`src/rtl/csa_accum_seq_if.sv`:
```
// -----------------------------------------------------------------------------
// csa_accum_seq_if
//
// Purpose:
//   Groups the two streaming handshakes of csa_accum_seq: the operand input
//   stream (one beat = LANES operands) and the reduced-sum output stream.
//
// Signals:
//   in_valid   producer has a beat on in_data
//   in_ready   accumulator accepts a beat this cycle
//   in_data    LANES operand lanes, WIDTH bits each
//   out_valid  out_sum holds a resolved result
//   out_ready  consumer accepts out_sum
//   out_sum    resolved sum, WIDTH bits
//
// Modports:
//   master  producer/consumer side (drives in_valid, in_data, out_ready)
//   slave   accumulator side (drives in_ready, out_valid, out_sum)
// -----------------------------------------------------------------------------
interface csa_accum_seq_if #(
   parameter int WIDTH = 16,
   parameter int LANES = 5
);

   logic             in_valid;
   logic             in_ready;
   logic [WIDTH-1:0] in_data [LANES];

   logic             out_valid;
   logic             out_ready;
   logic [WIDTH-1:0] out_sum;

   modport master (
      output in_valid,
      output in_data,
      output out_ready,
      input  in_ready,
      input  out_valid,
      input  out_sum
   );

   modport slave (
      input  in_valid,
      input  in_data,
      input  out_ready,
      output in_ready,
      output out_valid,
      output out_sum
   );

endinterface : csa_accum_seq_if

```
`src/rtl/csa_accum_seq.sv`:
```
// -----------------------------------------------------------------------------
// csa_accum_seq
//
// Purpose:
//   Multi-beat accumulation sequencer. One carry-save reduction stage with
//   LANES+2 inputs is time-shared across an arbitrary number of beats: every
//   accepted beat folds its LANES operands together with the registered
//   sum/carry vectors back into a new sum/carry pair. After the last beat a
//   single carry-propagate add resolves the pair and the result is offered on
//   a valid/ready output. All arithmetic is modulo 2^WIDTH.
//
// Ports:
//   clk         rising-edge clock
//   rst_n       synchronous active-low reset
//   start       job start request, sampled only in IDLE
//   num_beats   beat count of the job, sampled with start (0 = empty job)
//   abort       synchronous cancel, effective in every state except IDLE
//   bus         stream interface (slave side): in_valid/in_ready/in_data,
//               out_valid/out_ready/out_sum
//   busy        high in every state except IDLE
//   beats_left  beats still expected in the current job
// -----------------------------------------------------------------------------
module csa_accum_seq #(
   parameter int WIDTH = 16,
   parameter int LANES = 5,   // LANES+2 must not exceed 7
   parameter int CNT_W = 8
) (
   input  logic             clk,
   input  logic             rst_n,
   input  logic             start,
   input  logic [CNT_W-1:0] num_beats,
   input  logic             abort,
   csa_accum_seq_if.slave   bus,
   output logic             busy,
   output logic [CNT_W-1:0] beats_left
);

   localparam int N_IN = LANES + 2;

   typedef enum logic [1:0] {
      S_IDLE    = 2'd0,
      S_ACCUM   = 2'd1,
      S_RESOLVE = 2'd2,
      S_DONE    = 2'd3
   } state_t;

   // ---------------------------------------------------------------------------
   // State
   // ---------------------------------------------------------------------------
   state_t           state_q,      state_d;
   logic [WIDTH-1:0] sum_q,        sum_d;
   logic [WIDTH-1:0] carry_q,      carry_d;
   logic [CNT_W-1:0] beats_left_q, beats_left_d;
   logic [WIDTH-1:0] out_sum_q,    out_sum_d;

   // ---------------------------------------------------------------------------
   // Carry-save reduction: LANES operands + registered sum + registered carry
   // ---------------------------------------------------------------------------
   logic [WIDTH-1:0] csa_in [N_IN];
   logic [WIDTH-1:0] csa_sum;
   logic [WIDTH-1:0] csa_carry;

   always_comb begin
      for (int i = 0; i < LANES; i++) begin
         csa_in[i] = bus.in_data[i];
      end
      csa_in[LANES]   = sum_q;
      csa_in[LANES+1] = carry_q;
   end

   // Chain of 3:2 compressors: each step absorbs one more vector into the
   // running sum/carry pair, so N_IN vectors need N_IN-2 steps. The carry
   // vector is shifted left inside every step; bits shifted past WIDTH-1 are
   // lost, which is exactly the mod 2^WIDTH behaviour of the final result.
   always_comb begin : csa_tree
      logic [WIDTH-1:0] s_acc;
      logic [WIDTH-1:0] c_acc;
      logic [WIDTH-1:0] x_in;
      logic [WIDTH-1:0] maj;
      // NOTE: blocking assignments are correct here: each compressor step must
      // see the result of the previous one within the same evaluation.
      s_acc = csa_in[0];
      c_acc = csa_in[1];
      for (int i = 2; i < N_IN; i++) begin
         x_in  = csa_in[i];
         maj   = (s_acc & c_acc) | (s_acc & x_in) | (c_acc & x_in);
         s_acc = s_acc ^ c_acc ^ x_in;
         c_acc = maj << 1;
      end
      csa_sum   = s_acc;
      csa_carry = c_acc;
   end

   // ---------------------------------------------------------------------------
   // Next-state / datapath control
   // ---------------------------------------------------------------------------
   always_comb begin
      // NOTE: every signal written here gets its hold value first, so no path
      // through the case statement can leave one unassigned (no latches).
      state_d      = state_q;
      sum_d        = sum_q;
      carry_d      = carry_q;
      beats_left_d = beats_left_q;
      out_sum_d    = out_sum_q;

      unique case (state_q)
         S_IDLE: begin
            // abort is meaningless here; start always wins.
            if (start) begin
               if (num_beats != '0) begin
                  sum_d        = '0;
                  carry_d      = '0;
                  beats_left_d = num_beats;
                  state_d      = S_ACCUM;
               end else begin
                  out_sum_d = '0;
                  state_d   = S_DONE;
               end
            end
         end

         S_ACCUM: begin
            // abort beats a same-cycle beat: the beat is simply discarded.
            if (abort) begin
               sum_d        = '0;
               carry_d      = '0;
               beats_left_d = '0;
               state_d      = S_IDLE;
            end else if (bus.in_valid) begin
               sum_d        = csa_sum;
               carry_d      = csa_carry;
               beats_left_d = beats_left_q - 1'b1;
               // Counting down to zero never wraps, even for the largest job.
               if (beats_left_q == CNT_W'(1)) begin
                  state_d = S_RESOLVE;
               end
            end
         end

         S_RESOLVE: begin
            if (abort) begin
               sum_d        = '0;
               carry_d      = '0;
               beats_left_d = '0;
               state_d      = S_IDLE;
            end else begin
               out_sum_d = sum_q + carry_q;
               state_d   = S_DONE;
            end
         end

         S_DONE: begin
            // abort drops the result even if the consumer is ready this cycle.
            if (abort) begin
               sum_d        = '0;
               carry_d      = '0;
               beats_left_d = '0;
               state_d      = S_IDLE;
            end else if (bus.out_ready) begin
               state_d = S_IDLE;
            end
         end

         default: begin
            state_d = S_IDLE;
         end
      endcase
   end

   // ---------------------------------------------------------------------------
   // Registers (synchronous reset)
   // ---------------------------------------------------------------------------
   always_ff @(posedge clk) begin
      if (!rst_n) begin
         state_q      <= S_IDLE;
         sum_q        <= '0;
         carry_q      <= '0;
         beats_left_q <= '0;
         out_sum_q    <= '0;
      end else begin
         state_q      <= state_d;
         sum_q        <= sum_d;
         carry_q      <= carry_d;
         beats_left_q <= beats_left_d;
         out_sum_q    <= out_sum_d;
      end
   end

   // ---------------------------------------------------------------------------
   // Outputs: all decoded from registered state only
   // ---------------------------------------------------------------------------
   assign bus.in_ready  = (state_q == S_ACCUM);
   assign bus.out_valid = (state_q == S_DONE);
   assign bus.out_sum   = out_sum_q;
   assign busy          = (state_q != S_IDLE);
   assign beats_left    = beats_left_q;

endmodule : csa_accum_seq

```
`src/flat_wrapper.sv`:
```
// flat-port wrapper written by rule: the top's interface ports become plain ports
module csa_accum_seq_flat 
#(
   parameter int WIDTH = 16,
   parameter int LANES = 5,                               
   parameter int CNT_W = 8
)
  (clk, rst_n, start, num_beats, abort, busy, beats_left, bus_in_valid, bus_in_data, bus_out_ready, bus_in_ready, bus_out_valid, bus_out_sum);
  csa_accum_seq_if #(.WIDTH(WIDTH), .LANES(LANES)) bus_i ();
  input  logic clk;
  input  logic rst_n;
  input  logic start;
  input  logic [CNT_W-1:0] num_beats;
  input  logic abort;
  output logic busy;
  output logic [CNT_W-1:0] beats_left;
  input wire logic [$bits(bus_i.in_valid)-1:0] bus_in_valid;
  input wire logic [$bits(bus_i.in_data)-1:0] bus_in_data;
  input wire logic [$bits(bus_i.out_ready)-1:0] bus_out_ready;
  output wire logic [$bits(bus_i.in_ready)-1:0] bus_in_ready;
  output wire logic [$bits(bus_i.out_valid)-1:0] bus_out_valid;
  output wire logic [$bits(bus_i.out_sum)-1:0] bus_out_sum;
  assign bus_i.in_valid = bus_in_valid;
  assign bus_i.in_data = {>>{bus_in_data}};
  assign bus_i.out_ready = bus_out_ready;
  assign bus_in_ready = bus_i.in_ready;
  assign bus_out_valid = bus_i.out_valid;
  assign bus_out_sum = bus_i.out_sum;
  csa_accum_seq #(.WIDTH(WIDTH), .LANES(LANES), .CNT_W(CNT_W)) u_core (.clk(clk), .rst_n(rst_n), .start(start), .num_beats(num_beats), .abort(abort), .bus(bus_i), .busy(busy), .beats_left(beats_left));
endmodule
```
`config.mk`:
```
export PLATFORM = sky130hd
export DESIGN_NAME = csa_accum_seq_flat
export DESIGN_NICKNAME = d
export VERILOG_FILES = /design/src/rtl/csa_accum_seq_if.sv /design/src/rtl/csa_accum_seq.sv /design/src/flat_wrapper.sv
export SDC_FILE = /design/constraint.sdc
export NUM_CORES = 1
export LEC_CHECK = 0
export CAP_MARGIN = 10
export CORE_ASPECT_RATIO = 1.1
export CORE_MARGIN = 8
export CORE_UTILIZATION = 51
export CTS_CLUSTER_SIZE = 8
export DETAILED_ROUTE_END_ITERATION = 12
export PLACE_DENSITY = 0.82
export SETUP_SLACK_MARGIN = 0.2
export SLEW_MARGIN = 20
export SYNTH_ARGS = -nofsm -noshare
export SYNTH_HDL_FRONTEND = slang
export SYNTH_SLANG_ARGS = --single-unit
```
`constraint.sdc`:
```
create_clock -name clk -period 3.9 [get_ports clk]
set_input_delay 0.585 -clock clk [delete_from_list [all_inputs] [get_ports clk]]
set_output_delay 0.585 -clock clk [all_outputs]
set_load 0.1 [all_outputs]
```
==> impl_metrics.env <==
export IMPL_cts_buffer_depth=2
export IMPL_io_pins=121
export IMPL_wl_per_cell_um=15.3
export IMPL_die_h_um=119
export IMPL_irDropWorstVdd_uv=211
export IMPL_stdcell_count=738
export IMPL_ant_nets=0
export IMPL_synth_edf_count=0
export IMPL_wl_mm=11.3
export IMPL_first_pass_iters=4
export IMPL_grt_pass1_vias=4214
export IMPL_synth_distinct_cells=58
export IMPL_final_max_slew_viol_count=0
export IMPL_drive_above_1_share_pct=5.48
export IMPL_worstHoldStart="u_core.bus.out_sum[12]$_SDFFE_PN0P_"
export IMPL_via_per_inst=5.41
export IMPL_synth_seq_cells=56
export IMPL_cts_setup_buffers=0
export IMPL_critPathArrivalTime_ns=3.88
export IMPL_area_delta_synth_final_pct=29.2
export IMPL_gp_congestion=0.854
export IMPL_max_freq_ghz=0.275
export IMPL_tightest_slew_ns=1.04
export IMPL_worst_hold_slack_ns=0.450
export IMPL_critPathKind="in -> reg"
export IMPL_finClkSkew_ns=0.00929
export IMPL_hold_violations=0
export IMPL_hp_class="reg -> reg"
export IMPL_worstReg2RegStart="u_core.state_q[1]$_SDFFE_PN0P_"
export IMPL_clk_pin_slew_ns=0.10
export IMPL_grtUsageTotal_pct=17.8
export IMPL_final_setup_viol_count=0
export IMPL_start_util_pct=52.5
export IMPL_pwr_density_cell_nw_per_um2=320
export IMPL_period_minus_slack_ns=3.64
export IMPL_ctsHoldBuffers=0
export IMPL_worstSkewPairLatency_ns=0.31
export IMPL_drc=0
export IMPL_synth_warnings=0
export IMPL_finalCritPeriodShare_pct=93.4
export IMPL_synth_nets=698
export IMPL_num_vias=3995
export IMPL_placement_rows=37
export IMPL_drtIter0Drc=220
export IMPL_die_w_um=110
export IMPL_async_flop_share_pct=0
export IMPL_cts_sinks=56
export IMPL_yosys_area_top_type_share_pct=29.0
export IMPL_avgSynthCellArea_um2=9.55
export IMPL_synth_ff_type="dfxtp_1"
export IMPL_seq_area_frac_synth_pct=22.8
export IMPL_numCtsBuffers=5
export IMPL_syn_area_um2=4910
export IMPL_cts_root_buf="clkbuf_8"
export IMPL_status="finished, final reports clean"
export IMPL_crit_start="bus_in_data[43]"
export IMPL_antenna_found_initial=0
export IMPL_antenna_cells=0
export IMPL_cts_tree="yes"
export IMPL_postLayoutCoreUtil_pct=67.8
export IMPL_p_leak_nw=2.62
export IMPL_nNetsFinal=804
export IMPL_grt_ovfl_total=0
export IMPL_hpwlAfterDp_mm=9.25
export IMPL_core_area_um2=9350
export IMPL_place_inst=730
export IMPL_die_area_um2=13000
export IMPL_critPathCaptureType="flop"
export IMPL_htree_levels=2
export IMPL_portBuffers=120
export IMPL_grt_pass1_wl_mm=19.2
export IMPL_synth_top_area_cell="fa_1"
export IMPL_grt_max_degree=35
export IMPL_crit_required_ns=4.14
export IMPL_drv_cap=0
export IMPL_path_max_fanout=1
export IMPL_synthTopCellsByArea="fa_1 29%, dfxtp_1 23%, inv_1 5.4%, a21boi_1 4.9%, ha_1 4.8%"
export IMPL_slew_headroom_pct=30.6
export IMPL_rsz0062_at_grt="yes"
export IMPL_synthCells=514
export IMPL_start_kind="input port"
==> registers in the layout, indices dropped and copies added (netlist names) <==
| register | cells |
|---|---|
| u_core.bus.out_sum | 16 |
| u_core.sum_q | 16 |
| u_core.carry_q | 14 |
| u_core.beats_left | 8 |
| u_core.state_q | 2 |
==> synthesized netlist by cell type (2+ instances only) <==
| library cell | instances |
|---|---|
| a21boi_1 | 32 |
| a221oi_1 | 3 |
| o21ai_1 | 9 |
| dfxtp_1 | 56 |
| o21bai_1 | 2 |
| a21boi_0 | 7 |
| nor2_1 | 15 |
| o21ai_0 | 15 |
| buf_2 | 8 |
| a211oi_1 | 6 |
| a31oi_1 | 3 |
| and2_1 | 4 |
| nor4_2 | 2 |
| nand2_1 | 50 |
| a21oi_1 | 9 |
| clkbuf_1 | 9 |
| buf_4 | 3 |
| or4_1 | 2 |
| nor3b_1 | 3 |
| a21o_1 | 4 |
| or3_1 | 25 |
| o21a_1 | 5 |
| nor3_1 | 7 |
| nand3_1 | 17 |
| nor4_1 | 2 |
| o221a_2 | 2 |
| nor2b_1 | 5 |
| fa_1 | 71 |
| a41oi_1 | 2 |
| xnor2_1 | 8 |
| inv_1 | 70 |
| mux2i_1 | 2 |
| a221o_1 | 2 |
| ha_1 | 19 |
| and3_1 | 3 |
| buf_6 | 2 |
| xor2_1 | 9 |
==> metal layers <==
| layer | up-vias | track usage (%) | part of all wire [%] |
|---|---|---|---|
| met5 | - | 0 | 0 |
| met4 | 0 | 4.65 | 1.4 |
| met3 | 10 | 3.29 | 4.7 |
| met2 | 97 | 33.4 | 55 |
| met1 | 1964 | 19.7 | 39 |
| li1 | 1924 | - | - |
==> metrics by stage <==
step	power, W	setup slack, ns	setup TNS (ns)	area, µm²
3_3_place_gp	0.00159	-0.142	-1.30	6150
5_1_grt	0.00223	0.141	0	6340
3_5_place_dp	0.00163	-0.213	-2.60	6150
6_report	0.00203	0.258	0	6340
2_1_floorplan	0.00134	0.397	0	4910
4_1_cts	0.00205	0.161	0	6270
==> logic make-up (layout without fill, tap and decap cells) <==
kind of cell / after synthesis / count (layout) / synth area share (%)
buffers and inverters: 93 / 200 / 7.98
adders and majority gates: 90 / 90 / 33.8
AOI/OAI and AO/OA: 113 / 113 / 16.6
muxes: 2 / 2 / 0.408
DFF: 56 / 56 / 22.8
xor gates and xnor gates: 18 / 18 / 3.49
and+or+nand+nor: 142 / 142 / 14.9
==> path summary, 6_finish.rpt <==
path                                          to  slack (ns)  depth (start not counted)
max reg2reg       u_core.carry_q[8]$_SDFFE_PN0P_        1.30                          6
min          u_core.bus.out_sum[12]$_SDFFE_PN0P_        0.45                          2
max                u_core.sum_q[11]$_SDFFE_PN0P_        0.26                          9
min reg2reg  u_core.bus.out_sum[12]$_SDFFE_PN0P_        0.45                          2
==> worst max-delay path, cell delays in order <==
cell and delay [ns]:
clkdlybuf4s50_1 0.42, fa_2 0.53, fa_2 0.43, fa_1 0.48
inv_1 0.05, fa_1 0.49, fa_1 0.40, or3_1 0.38
a21boi_1 0.12
==> report_power, final <==
part / total, W / switching [W] / internal [W]
Combinational: 0.000983 / 0.000534 / 0.000448
Sequential: 0.000632 / 0.0000325 / 0.000599
Clock: 0.000417 / 0.000190 / 0.000227
Total: 0.00203 / 0.000757 / 0.00127
==> placed cells by master, fill, tap and decap left out, types with 3 or more instances in the layout <==
cell,n
a31oi_1,3
a221oi_1,3
a211oi_1,6
nor2b_1,5
a21oi_1,9
dlygate4sd2_1,15
o21a_1,5
o21ai_1,9
or3_1,24
dfxtp_1,56
nor3b_1,3
nor2_1,15
nor3_1,7
nand3_1,17
inv_1,64
clkbuf_8,7
inv_2,6
a21o_1,4
nand2_1,50
a21boi_0,7
fa_2,6
and2_1,4
and3_1,3
ha_1,19
clkdlybuf4s50_1,82
a21boi_1,31
dlymetal6s2s_1,22
xor2_1,9
xnor2_1,8
o21ai_0,15
fa_1,65
==> what timing repair did <==
action	in CTS	in global routing
pin swaps	32	49
resized for setup	20	33
setup endpoints to repair	11	19
==> final cells by class <==
class	count	area, µm²
Multi-Input combinational cell	365	3430
Inverter	70	263
Tap cell	117	146
Clock buffer	7	96.3
Fill cell	769	3010
Sequential cell	56	1120
Timing Repair Buffer	122	1250
Clock inverter	1	30.0
(Power assumes the default switching activity.)
